### src/rtl/stereo_pkg.sv
// -----------------------------------------------------------------------------
// stereo_pkg
// Shared definitions for the stereo AXI4-Stream framer:
//   - state_e      : framer FSM states
//   - cnt_width()  : width of the beat (x) and line (y) counters,
//                    $clog2 of beats-per-line / HEIGHT, never below 1 bit
//   - stats widths and the err_count saturation value
// -----------------------------------------------------------------------------
package stereo_pkg;

   typedef enum logic [0:0] {
      StWaitSof,
      StActive
   } state_e;

   localparam int unsigned FrameCountW = 16;
   localparam int unsigned ErrCountW   = 8;
   localparam logic [ErrCountW-1:0] ErrSat = 8'd255;

   // A counter over n positions needs $clog2(n) bits; a 1-position counter still
   // needs one bit so the vector stays legal.
   function automatic int unsigned cnt_width(input int unsigned n);
      return (n > 1) ? $clog2(n) : 1;
   endfunction

endpackage

### src/rtl/stereo_axis_skid.sv
// -----------------------------------------------------------------------------
// stereo_axis_skid
// Two-entry registered output buffer for an AXI4-Stream carrying data, tuser
// and tlast. The head entry drives the outputs directly from flops, so a beat
// accepted on one edge is presented on the next cycle. in_ready_o is low only
// while both entries hold data (and while rst_i is asserted).
//
// Ports
//   clk_i, rst_i              clock, synchronous active-high reset
//   in_data_i / in_valid_i /  upstream beat; in_ready_o = not full
//   in_user_i / in_last_i
//   out_data_o / out_valid_o  downstream beat, held stable while stalled
//   out_user_o / out_last_o
//   out_ready_i               downstream ready
// -----------------------------------------------------------------------------
module stereo_axis_skid #(
   parameter int unsigned DataWidth = 96
) (
   input  logic                 clk_i,
   input  logic                 rst_i,
   input  logic [DataWidth-1:0] in_data_i,
   input  logic                 in_valid_i,
   input  logic                 in_user_i,
   input  logic                 in_last_i,
   output logic                 in_ready_o,
   output logic [DataWidth-1:0] out_data_o,
   output logic                 out_valid_o,
   output logic                 out_user_o,
   output logic                 out_last_o,
   input  logic                 out_ready_i
);

   localparam int unsigned EntryW = DataWidth + 2;

   logic [EntryW-1:0] in_entry;
   logic [EntryW-1:0] head_q, head_d;
   logic [EntryW-1:0] tail_q, tail_d;
   logic [1:0]        count_q, count_d;
   logic              push, pop;

   assign in_entry   = {in_user_i, in_last_i, in_data_i};
   assign in_ready_o = (count_q != 2'd2) && !rst_i;
   assign push       = in_valid_i && in_ready_o;
   assign pop        = (count_q != 2'd0) && out_ready_i;

   always_comb begin
      head_d  = head_q;
      tail_d  = tail_q;
      count_d = count_q;
      if (push && !pop) begin
         if (count_q == 2'd0) head_d = in_entry;
         else                 tail_d = in_entry;
         count_d = count_q + 2'd1;
      end else if (!push && pop) begin
         if (count_q == 2'd2) head_d = tail_q;
         count_d = count_q - 2'd1;
      end else if (push && pop) begin
         // Occupancy unchanged: the head drains, the new beat queues behind
         // whatever is left.
         if (count_q == 2'd1) begin
            head_d = in_entry;
         end else begin
            head_d = tail_q;
            tail_d = in_entry;
         end
      end
   end

   always_ff @(posedge clk_i) begin
      if (rst_i) begin
         head_q  <= '0;
         tail_q  <= '0;
         count_q <= 2'd0;
      end else begin
         head_q  <= head_d;
         tail_q  <= tail_d;
         count_q <= count_d;
      end
   end

   assign out_valid_o = (count_q != 2'd0);
   assign out_user_o  = head_q[EntryW-1];
   assign out_last_o  = head_q[EntryW-2];
   assign out_data_o  = head_q[DataWidth-1:0];

endmodule

### src/rtl/stereo_axis_framer.sv
// -----------------------------------------------------------------------------
// stereo_axis_framer
// Selects one plane (left / right / disparity / ...) out of a multi-plane
// AXI4-Stream video input and replicates it into the three output components
// of every pixel, regenerating tuser/tlast from its own x/y counters and
// recovering from malformed framing.
//
// Ports
//   aclk, areset            clock, synchronous active-high reset
//   s_axis_*                input stream, SAMPLES_PER_CLOCK*CHANNELS planes
//   m_axis_*                output stream, SAMPLES_PER_CLOCK*3 components
//   switch_img              plane select, latched on each accepted tuser beat
//   frame_count             completed frames (wrapping)
//   err_count               framing errors (saturating)
//   sync_lost               sticky: a tuser arrived mid-frame
//
// Build option
//   STEREO_FRAMER_STATS_EN  when defined, frame_count / err_count / sync_lost
//                           are implemented; otherwise they are tied to 0.
// -----------------------------------------------------------------------------
module stereo_axis_framer
   import stereo_pkg::*;
#(
   parameter int unsigned WIDTH             = 3840,
   parameter int unsigned HEIGHT            = 2160,
   parameter int unsigned SAMPLES_PER_CLOCK = 4,
   parameter int unsigned CHANNELS          = 3,
   parameter int unsigned DATA_WIDTH        = 8
) (
   input  logic                                          aclk,
   input  logic                                          areset,
   input  logic [SAMPLES_PER_CLOCK*CHANNELS*DATA_WIDTH-1:0] s_axis_tdata,
   input  logic                                          s_axis_tvalid,
   input  logic                                          s_axis_tuser,
   input  logic                                          s_axis_tlast,
   output logic                                          s_axis_tready,
   output logic [SAMPLES_PER_CLOCK*3*DATA_WIDTH-1:0]      m_axis_tdata,
   output logic                                          m_axis_tvalid,
   output logic                                          m_axis_tuser,
   output logic                                          m_axis_tlast,
   input  logic                                          m_axis_tready,
   input  logic [3:0]                                    switch_img,
   output logic [15:0]                                   frame_count,
   output logic [7:0]                                    err_count,
   output logic                                          sync_lost
);

   localparam int unsigned BPL   = WIDTH / SAMPLES_PER_CLOCK;
   localparam int unsigned XW    = cnt_width(BPL);
   localparam int unsigned YW    = cnt_width(HEIGHT);
   localparam int unsigned PIX_W = 3 * DATA_WIDTH;
   localparam int unsigned OUT_W = SAMPLES_PER_CLOCK * PIX_W;
   localparam logic [XW-1:0] X_LAST = XW'(BPL - 1);
   localparam logic [YW-1:0] Y_LAST = YW'(HEIGHT - 1);

   state_e          state_q, state_d;
   logic [XW-1:0]   x_q, x_d, pos_x;
   logic [YW-1:0]   y_q, y_d, pos_y;
   logic [3:0]      sel_q, sel_d, sel_eff;
   logic            accept, fwd, line_end;
   logic [OUT_W-1:0] fwd_data;

   assign accept = s_axis_tvalid && s_axis_tready;
   // Outside a frame only a tuser beat is forwarded; everything else is dropped.
   assign fwd    = accept && ((state_q == StActive) || s_axis_tuser);

   // A tuser beat always sits at (0,0) and uses the select presented with it,
   // whether it opens a frame or resynchronises one already in progress.
   assign pos_x   = s_axis_tuser ? '0 : x_q;
   assign pos_y   = s_axis_tuser ? '0 : y_q;
   assign sel_eff = s_axis_tuser ? switch_img : sel_q;

   // Early input tlast ends the line as well as the local counter does.
   assign line_end = (pos_x == X_LAST) || s_axis_tlast;

   always_comb begin
      fwd_data = '0;
      for (int i = 0; i < int'(SAMPLES_PER_CLOCK); i++) begin
         for (int c = 0; c < int'(CHANNELS); c++) begin
            if (sel_eff == 4'(c)) begin
               fwd_data[i*PIX_W +: PIX_W] =
                  {3{s_axis_tdata[(i*CHANNELS+c)*DATA_WIDTH +: DATA_WIDTH]}};
            end
         end
      end
   end

   always_comb begin
      state_d = state_q;
      x_d     = x_q;
      y_d     = y_q;
      sel_d   = sel_q;
      if (fwd) begin
         sel_d = sel_eff;
         if (line_end) begin
            x_d = '0;
            if (pos_y == Y_LAST) begin
               y_d     = '0;
               state_d = StWaitSof;
            end else begin
               y_d     = pos_y + YW'(1);
               state_d = StActive;
            end
         end else begin
            x_d     = pos_x + XW'(1);
            y_d     = pos_y;
            state_d = StActive;
         end
      end
   end

   always_ff @(posedge aclk) begin
      if (areset) begin
         state_q <= StWaitSof;
         x_q     <= '0;
         y_q     <= '0;
         sel_q   <= '0;
      end else begin
         state_q <= state_d;
         x_q     <= x_d;
         y_q     <= y_d;
         sel_q   <= sel_d;
      end
   end

   stereo_axis_skid #(
      .DataWidth (OUT_W)
   ) u_skid (
      .clk_i       (aclk),
      .rst_i       (areset),
      .in_data_i   (fwd_data),
      .in_valid_i  (fwd),
      .in_user_i   (s_axis_tuser),
      .in_last_i   (line_end),
      .in_ready_o  (s_axis_tready),
      .out_data_o  (m_axis_tdata),
      .out_valid_o (m_axis_tvalid),
      .out_user_o  (m_axis_tuser),
      .out_last_o  (m_axis_tlast),
      .out_ready_i (m_axis_tready)
   );

`ifdef STEREO_FRAMER_STATS_EN
   logic                   line_err, resync, frame_done;
   logic [FrameCountW-1:0] frame_count_q;
   logic [ErrCountW-1:0]   err_count_q;
   logic                   sync_lost_q;

   // Mismatch between input tlast and the local line end, either direction.
   assign line_err   = fwd && ((pos_x == X_LAST) != s_axis_tlast);
   assign resync     = fwd && s_axis_tuser && (state_q == StActive) &&
                       ((x_q != '0) || (y_q != '0));
   assign frame_done = fwd && line_end && (pos_y == Y_LAST);

   always_ff @(posedge aclk) begin
      if (areset) begin
         frame_count_q <= '0;
         err_count_q   <= '0;
         sync_lost_q   <= 1'b0;
      end else begin
         if (frame_done) frame_count_q <= frame_count_q + 16'd1;
         if ((line_err || resync) && (err_count_q != ErrSat)) begin
            err_count_q <= err_count_q + 8'd1;
         end
         if (resync) sync_lost_q <= 1'b1;
      end
   end

   assign frame_count = frame_count_q;
   assign err_count   = err_count_q;
   assign sync_lost   = sync_lost_q;
`else
   assign frame_count = '0;
   assign err_count   = '0;
   assign sync_lost   = 1'b0;
`endif

endmodule

### config.mk
export PLATFORM = sky130hd
export DESIGN_NAME = stereo_axis_framer
export DESIGN_NICKNAME = d
export VERILOG_FILES = /design/src/rtl/stereo_pkg.sv /design/src/rtl/stereo_axis_skid.sv /design/src/rtl/stereo_axis_framer.sv
export SDC_FILE = /design/constraint.sdc
export NUM_CORES = 1
export LEC_CHECK = 0
export CAP_MARGIN = 40
export CORE_ASPECT_RATIO = 1.5
export CORE_MARGIN = 3
export CORE_UTILIZATION = 45
export CTS_BUF_LIST = sky130_fd_sc_hd__clkbuf_4
export DETAILED_ROUTE_END_ITERATION = 10
export GPL_TIMING_DRIVEN = 0
export PLACE_DENSITY = 0.86
export SETUP_SLACK_MARGIN = 0.5
export SLEW_MARGIN = 30
export SYNTH_ARGS = -nofsm -noshare
export SYNTH_HDL_FRONTEND = slang
export SYNTH_SLANG_ARGS = --single-unit
### constraint.sdc
create_clock -name aclk -period 4.4 [get_ports aclk]
set_input_delay 0.88 -clock aclk [delete_from_list [all_inputs] [get_ports aclk]]
set_output_delay 0.88 -clock aclk [all_outputs]
set_load 0.02 [all_outputs]
==> impl_metrics.tcl, run 1 <==
set metrics [dict create \
    status "complete, no violations" \
    required_ns 3.52 \
    fp.dieW_um 98.9 \
    finalClockSkew_ns 0.0147 \
    drt_first_pass_iters 5 \
    initial_core_utilization_pct 46.3 \
    total_power_uw 4410 \
    max_transition_viols_final 0 \
    synth_top_area_cell "sky130_fd_sc_hd__dfxtp_1" \
    wire_per_inst_um 17.3 \
    synth.area.mux_share_pct 1.89 \
    die_height_um 145 \
    worst_skew_pair.late_latency_ns 0.45 \
    pin_count_of_the_biggest_net_entering_global_routing 17 \
    cellPowerDensity_nw_per_um2 528 \
    worstHoldStart "x_q[1]" \
    worstRegToRegCells 13 \
    path_clk_slew_ns 0.15 \
    end_kind "output port" \
    grt_pass1_wl_um 29800 \
    boundaryPins 231 \
    seq_area_frac_synth_pct 33.4 \
    cts_hold_repair.buffers 0 \
    final_core_util_pct 66.4 \
    synthAdderAreaFrac_pct 1.72 \
    final_critical_path_setup_slack_ns 0.620 \
    route.detailed.drc 0 \
    p_int_uw 2610 \
    dp_hpwl_um 14800 \
    numCtsBuffers 9 \
    gp_congestion 0.898 \
    synthesized_area_divided_by_synthesized_cell_count_um2 8.32 \
    clock_power_share_pct 11.3 \
    maxCapViolations 0 \
    synthesis.yosys.warnings 0 \
    grt_use_total_pct 25.5 \
    syn_inst 700 \
    timing.final.hold_violations 0 \
    fin_hold_ws_ns 0.487 \
    setup.worst_path.start "areset" \
    synth_top_family_by_area "simple AND/OR/NAND/NOR gates" \
    synth.lib_cells_used.distinct 53 \
    fill_count 1072 \
    h-tree-depth 3 \
    yosys.area.top_type_share_pct 33.4 \
    register_area_um2 1940 \
    worst-path-max-fanout 10 \
    layout_min_cycle_time_ns 3.78 \
    cts_tree "built" \
    report.final.setup_viol 0 \
    tightest_slew_margin_relative_to_the_limit_pct 48.6 \
    cts_num_sinks 97 \
    cts.root.buffer_cell "sky130_fd_sc_hd__clkbuf_4" \
    hold_critical_path_depth 2 \
    vias_per_cell 5.60 \
    core_area_um2 12600 \
    fp_rows 50 \
    yosys.area_share.simple_pct 28.4 \
    p_leak_uw 0.00319 \
    power_frac_comb_pct 60.3 \
    reg2reg_from "u_skid.count_q[0]" \
    pin_slew_with_the_least_headroom_to_its_limit_ns 0.770 \
    timing.hold.worst_endpoint "x_q[1]" \
    first_global_vias 5888 \
    hold_class "reg2reg" \
    rsz0062_at_grt "true" \
    antenna_found_initial 1 \
    drt_wl_total_um 19100 \
    buffer_ports.inserted 204 \
    min_period_over_period_pct 85.9 \
    fmax_ghz 0.265 \
    synth.area.top_cells "sky130_fd_sc_hd__dfxtp_1 (33%), sky130_fd_sc_hd__buf_4 (12%), sky130_fd_sc_hd__nor2_1 (5.6%)" \
    area_growth_pct 43.4 \
    clock_tree_buffer_depth 2 \
    multi_input_comb_area_um2 3050 \
    dr_total_vias 6193 \
    cp-start-kind "input port" \
    pre_cts_ws_ns -0.0683 \
    most_frequent_cells_after_synthesis "sky130_fd_sc_hd__dfxtp_1 (97), sky130_fd_sc_hd__buf_4 (90), sky130_fd_sc_hd__nor2_1 (87)" \
    synth-compound-area-share_pct 18.2 \
    gr_ovfl_total 0 \
    worst_path_class_setup "in2out" \
    yosys_most_used_dff "sky130_fd_sc_hd__dfxtp_1" \
    p_sw_share_pct 40.8 \
    worstPathArrival_ns 2.90 \
    net-switching-power_uw 1800 \
    mappedNetlistArea_um2 5820 \
    synth_enable_flop_cells 0 \
    dieArea_um2 14400 \
    power.share.sequential_pct 28.4 \
    reg2reg_slack_ns 0.78 \
    synth.most_common_cell "sky130_fd_sc_hd__dfxtp_1" \
    synth-xor-area-share_pct 0.451 \
    postSynth.asyncResetShare_pct 0 \
    max-vdd-ir-drop_mv 0.276 \
    crit-reg2reg-capture "u_skid.tail_q[67]" \
    drt-initial-drc-count 372 \
    postRouteAntennaNets 0 \
    layout-drive-gt1-share_pct 16.5 \
    synth.ff_latch_count 97 \
    layout.nets 1057 \
]
-- layout make-up --
type | count | area share [%]
sequential | 97 | 23.3
timing repair buffer | 208 | 24.8
buffer | 143 | 10.9
clock buffer | 10 | 0.900
clock inverter | 6 | 0.810
multi-input combinational | 474 | 36.5
antenna | 1 | 0.0300
tap | 156 | 2.34
inverter | 10 | 0.450
-- layout by cell type (no fill, tap or decap), drive strengths merged, types with 8 or more instances in the layout --
master	synthesis	layout
clkdlybuf4s50	0	204
buf	106	109
dfxtp	97	97
nor2	87	87
o21ai	49	49
clkbuf	37	48
nor3	43	43
nand3b	36	36
o31ai	33	33
a221oi	32	32
nor4b	32	32
conb	1	25
a21oi	18	18
nand2	17	17
mux2i	11	11
inv	10	11
nor2b	8	8
ha	8	8
-- through the flow --
step / area [um2] / setup TNS [ns] / std cells
3_5_place_dp: 8150 / -0.840 / 1084
5_1_grt: 8350 / 0 / 1105
3_3_place_gp: 8150 / -0.137 / 1084
2_1_floorplan: 5910 / 0 / 724
4_1_cts: 8300 / 0 / 1100
6_report: 8350 / 0 / 1105
-- cell families after synthesis --
kind of cell / after synthesis
adders and majority gates: 8
AOI/OAI and AO/OA: 155
buffers and inverters: 153
xor gates and xnor gates: 3
DFF: 97
muxes: 11
other: 1
and+or+nand+nor: 272
-- state kept, by name, summed over array words and instances, names as in the netlist --
signal          cells
u_skid.head_q      34
u_skid.count_q      2
y_q                12
sel_q               4
state_q             1
x_q                10
u_skid.tail_q      34
-- critical path, cell delays in order --
cell and delay (ns):
sky130_fd_sc_hd__clkdlybuf4s50_1 0.57, sky130_fd_sc_hd__clkbuf_2 0.28, sky130_fd_sc_hd__clkbuf_4 0.29, sky130_fd_sc_hd__clkbuf_4 0.27, sky130_fd_sc_hd__nor2_1 0.06, sky130_fd_sc_hd__clkdlybuf4s50_1 0.54
-- worst max-delay path by stage --
stage	depth (start not counted)	endpoint
CTS	6	s_axis_tready
global route	11	u_skid.head_q[68]
finish	6	s_axis_tready
detailed placement	11	u_skid.head_q[20]
global placement	6	s_axis_tready
floorplan	12	x_q[5]
-- timing repair --
| item | 4_1_cts | 5_1_grt |
|---|---|---|
| resized for setup | 5 | 18 |
| pin swaps | 0 | 1 |
| setup buffers | 0 | 3 |
| setup endpoints to repair | 24 | 62 |
-- power by group through the flow --
stage	logic (uW)	clock network [uW]	registers, uW
CTS	2650	498	1250
global placement	2610	0	1270
detailed placement	2640	0	1270
floorplan	1390	0	1380
global route	2830	535	1280
finish	2660	496	1250
-- routing by layer --
layer | part of all wire (%) | track usage [%] | vias to the layer above | wire length (um)
met5 | 0 | 0 | - | 0
li1 | - | - | 2937 | -
met3 | 7.9 | 3.90 | 46 | 1510
met1 | 37 | 28.4 | 2882 | 7030
met4 | 3.2 | 10.5 | 0 | 620
met2 | 52 | 46.9 | 328 | 9940
(Power assumes the default switching activity.)
==> inputs of run 2 (changes only) <==
CORE_UTILIZATION = 51   (was 45)
DONT_BUFFER_PORTS = 1   (was default)
PLACE_DENSITY = 0.69   (was 0.86)
==> impl_metrics.tcl, run 2 (synthesis results as in run 1) <==
set metrics [dict create \
    status "complete, no violations" \
    instances_no_fill 888 \
    drt_first_pass_iters 5 \
    layout_min_cycle_time_ns 3.71 \
    route.detailed.drc 0 \
    maxCapViolations 0 \
    cts_num_sinks 97 \
    worstPathArrival_ns 4.13 \
    dr_total_vias 5306 \
    h-tree-depth 3 \
    crit-reg2reg-capture "u_skid.head_q[20]" \
    worst-path-max-fanout 10 \
    cellPowerDensity_nw_per_um2 565 \
    grt_pass1_wl_um 26400 \
    numCtsBuffers 9 \
    tightest_slew_margin_relative_to_the_limit_pct 50.3 \
    gr_ovfl_total 0 \
    max-vdd-ir-drop_mv 0.185 \
    hold_critical_path_depth 2 \
    drt_wl_total_um 17600 \
    diodes 0 \
    path_clk_slew_ns 0.16 \
    clock_tree_buffer_depth 2 \
    top_regs "u_skid.head_q: 34 flops, u_skid.tail_q: 34 flops, y_q: 12 flops" \
    first_global_vias 5188 \
    gp_congestion 0.912 \
    antenna_found_initial 0 \
    worstHoldStart "x_q[1]" \
    pin_count_of_the_biggest_net_entering_global_routing 19 \
    die_height_um 137 \
    reg2reg_slack_ns 0.76 \
    end_kind "flop" \
    pin_slew_with_the_least_headroom_to_its_limit_ns 0.746 \
    postRouteAntennaNets 0 \
    worst_skew_pair.late_latency_ns 0.47 \
    fp_rows 47 \
    reg2reg_from "u_skid.count_q[0]" \
    buffer_ports.inserted 0 \
    finalClockSkew_ns 0.0158 \
    required_ns 4.82 \
    hold_class "reg2reg" \
    worst_path_class_setup "in2reg" \
    core_area_um2 11100 \
    cp-start-kind "input port" \
    rsz0062_at_grt "false" \
    vias_per_cell 5.98 \
    grt_use_total_pct 26.4 \
    fp.dieW_um 93.2 \
    max_transition_viols_final 0 \
    min_period_over_period_pct 84.4 \
    layout_common_cells "sky130_fd_sc_hd__dfxtp_1 (97), sky130_fd_sc_hd__buf_4 (91), sky130_fd_sc_hd__nor2_1 (87)" \
    layout.nets 850 \
    fmax_ghz 0.269 \
    worstRegToRegCells 13 \
    wire_per_inst_um 19.8 \
    dieArea_um2 12800 \
    cts_hold_repair.buffers 0 \
    layout.cells.most_common "sky130_fd_sc_hd__dfxtp_1" \
    final_core_util_pct 56.2 \
    timing.final.hold_violations 0 \
    boundaryPins 231 \
    dp_hpwl_um 13600 \
    drt-initial-drc-count 272 \
    cts_tree "built" \
    timing.hold.worst_endpoint "x_q[1]" \
    p_leak_uw 0.00241 \
    area_growth_pct 7.39 \
    initial_core_utilization_pct 52.4 \
    layout-drive-gt1-share_pct 20.8 \
    report.final.setup_viol 0 \
    cts.root.buffer_cell "sky130_fd_sc_hd__clkbuf_4" \
    placedCellCount 872 \
]
[run 2: critical path: stages]
cell and delay (ns):
sky130_fd_sc_hd__buf_4 0.14, sky130_fd_sc_hd__buf_2 0.25, sky130_fd_sc_hd__buf_1 0.45, sky130_fd_sc_hd__clkbuf_2 0.35, sky130_fd_sc_hd__nor2b_1 0.08, sky130_fd_sc_hd__ha_1 0.23
sky130_fd_sc_hd__and3_1 0.19, sky130_fd_sc_hd__clkbuf_1 0.17, sky130_fd_sc_hd__a311o_1 0.43, sky130_fd_sc_hd__or2_0 0.29, sky130_fd_sc_hd__or4_1 0.52, sky130_fd_sc_hd__a21oi_1 0.14
[run 2: where the power goes]
part / total, uW / internal, uW / switching [uW]
registers: 1430 / 1060 / 363
logic: 1640 / 643 / 994
clock network: 467 / 126 / 340
total: 3530 / 1830 / 1700
[run 2: worst max-delay path by stage]
| stage | cells after the start | from | endpoint | slack (ns) |
|---|---|---|---|---|
| finish | 12 | s_axis_tuser | x_q[5] | 0.69 |
| detailed placement | 12 | s_axis_tuser | x_q[5] | 0.07 |
| global route | 13 | u_skid.count_q[0] | u_skid.head_q[40] | 0.52 |
| floorplan | 12 | s_axis_tuser | x_q[5] | 0.81 |
| global placement | 11 | s_axis_tuser | y_q[11] | -0.02 |
| CTS | 13 | u_skid.count_q[0] | u_skid.head_q[20] | 0.52 |
[run 2: cell type report]
| type | count | area (um2) |
|---|---|---|
| fill | 1052 | 4860 |
| clock buffer | 9 | 67.6 |
| inverter | 10 | 37.5 |
| sequential | 97 | 1940 |
| tap | 147 | 184 |
| buffer | 143 | 906 |
| timing repair buffer | 1 | 7.51 |
| multi-input combinational | 474 | 3050 |
| clock inverter | 7 | 61.3 |
[run 2: metal layers]
metal	up-vias	share of wire, %	wire (um)	GRT usage (%)
li1	2532	-	-	-
met1	2499	37	6560	29.2
met2	244	54	9480	49.7
met3	31	6.7	1170	4.02
met4	0	2.1	372	10.4
met5	-	0	0	0
[run 2: repair_timing]
item	in CTS	in global routing
gates resized for setup	1	21
endpoints found under the setup margin	9	60
setup buffers	0	0
gates cloned	0	0
[run 2: through the flow]
| step | total power, uW | hold slack, ns | setup slack [ns] | setup TNS [ns] | cell area (um2) |
|---|---|---|---|---|---|
| after floorplan | 2780 | 0.440 | 0.811 | 0 | 5910 |
| after global placement | 3050 | 0.448 | -0.0236 | -0.0236 | 6090 |
| after detailed placement | 3080 | 0.463 | 0.0705 | 0 | 6100 |
| after CTS | 3530 | 0.482 | 0.519 | 0 | 6230 |
| after global routing | 3720 | 0.501 | 0.515 | 0 | 6250 |
| final | 3530 | 0.485 | 0.687 | 0 | 6250 |
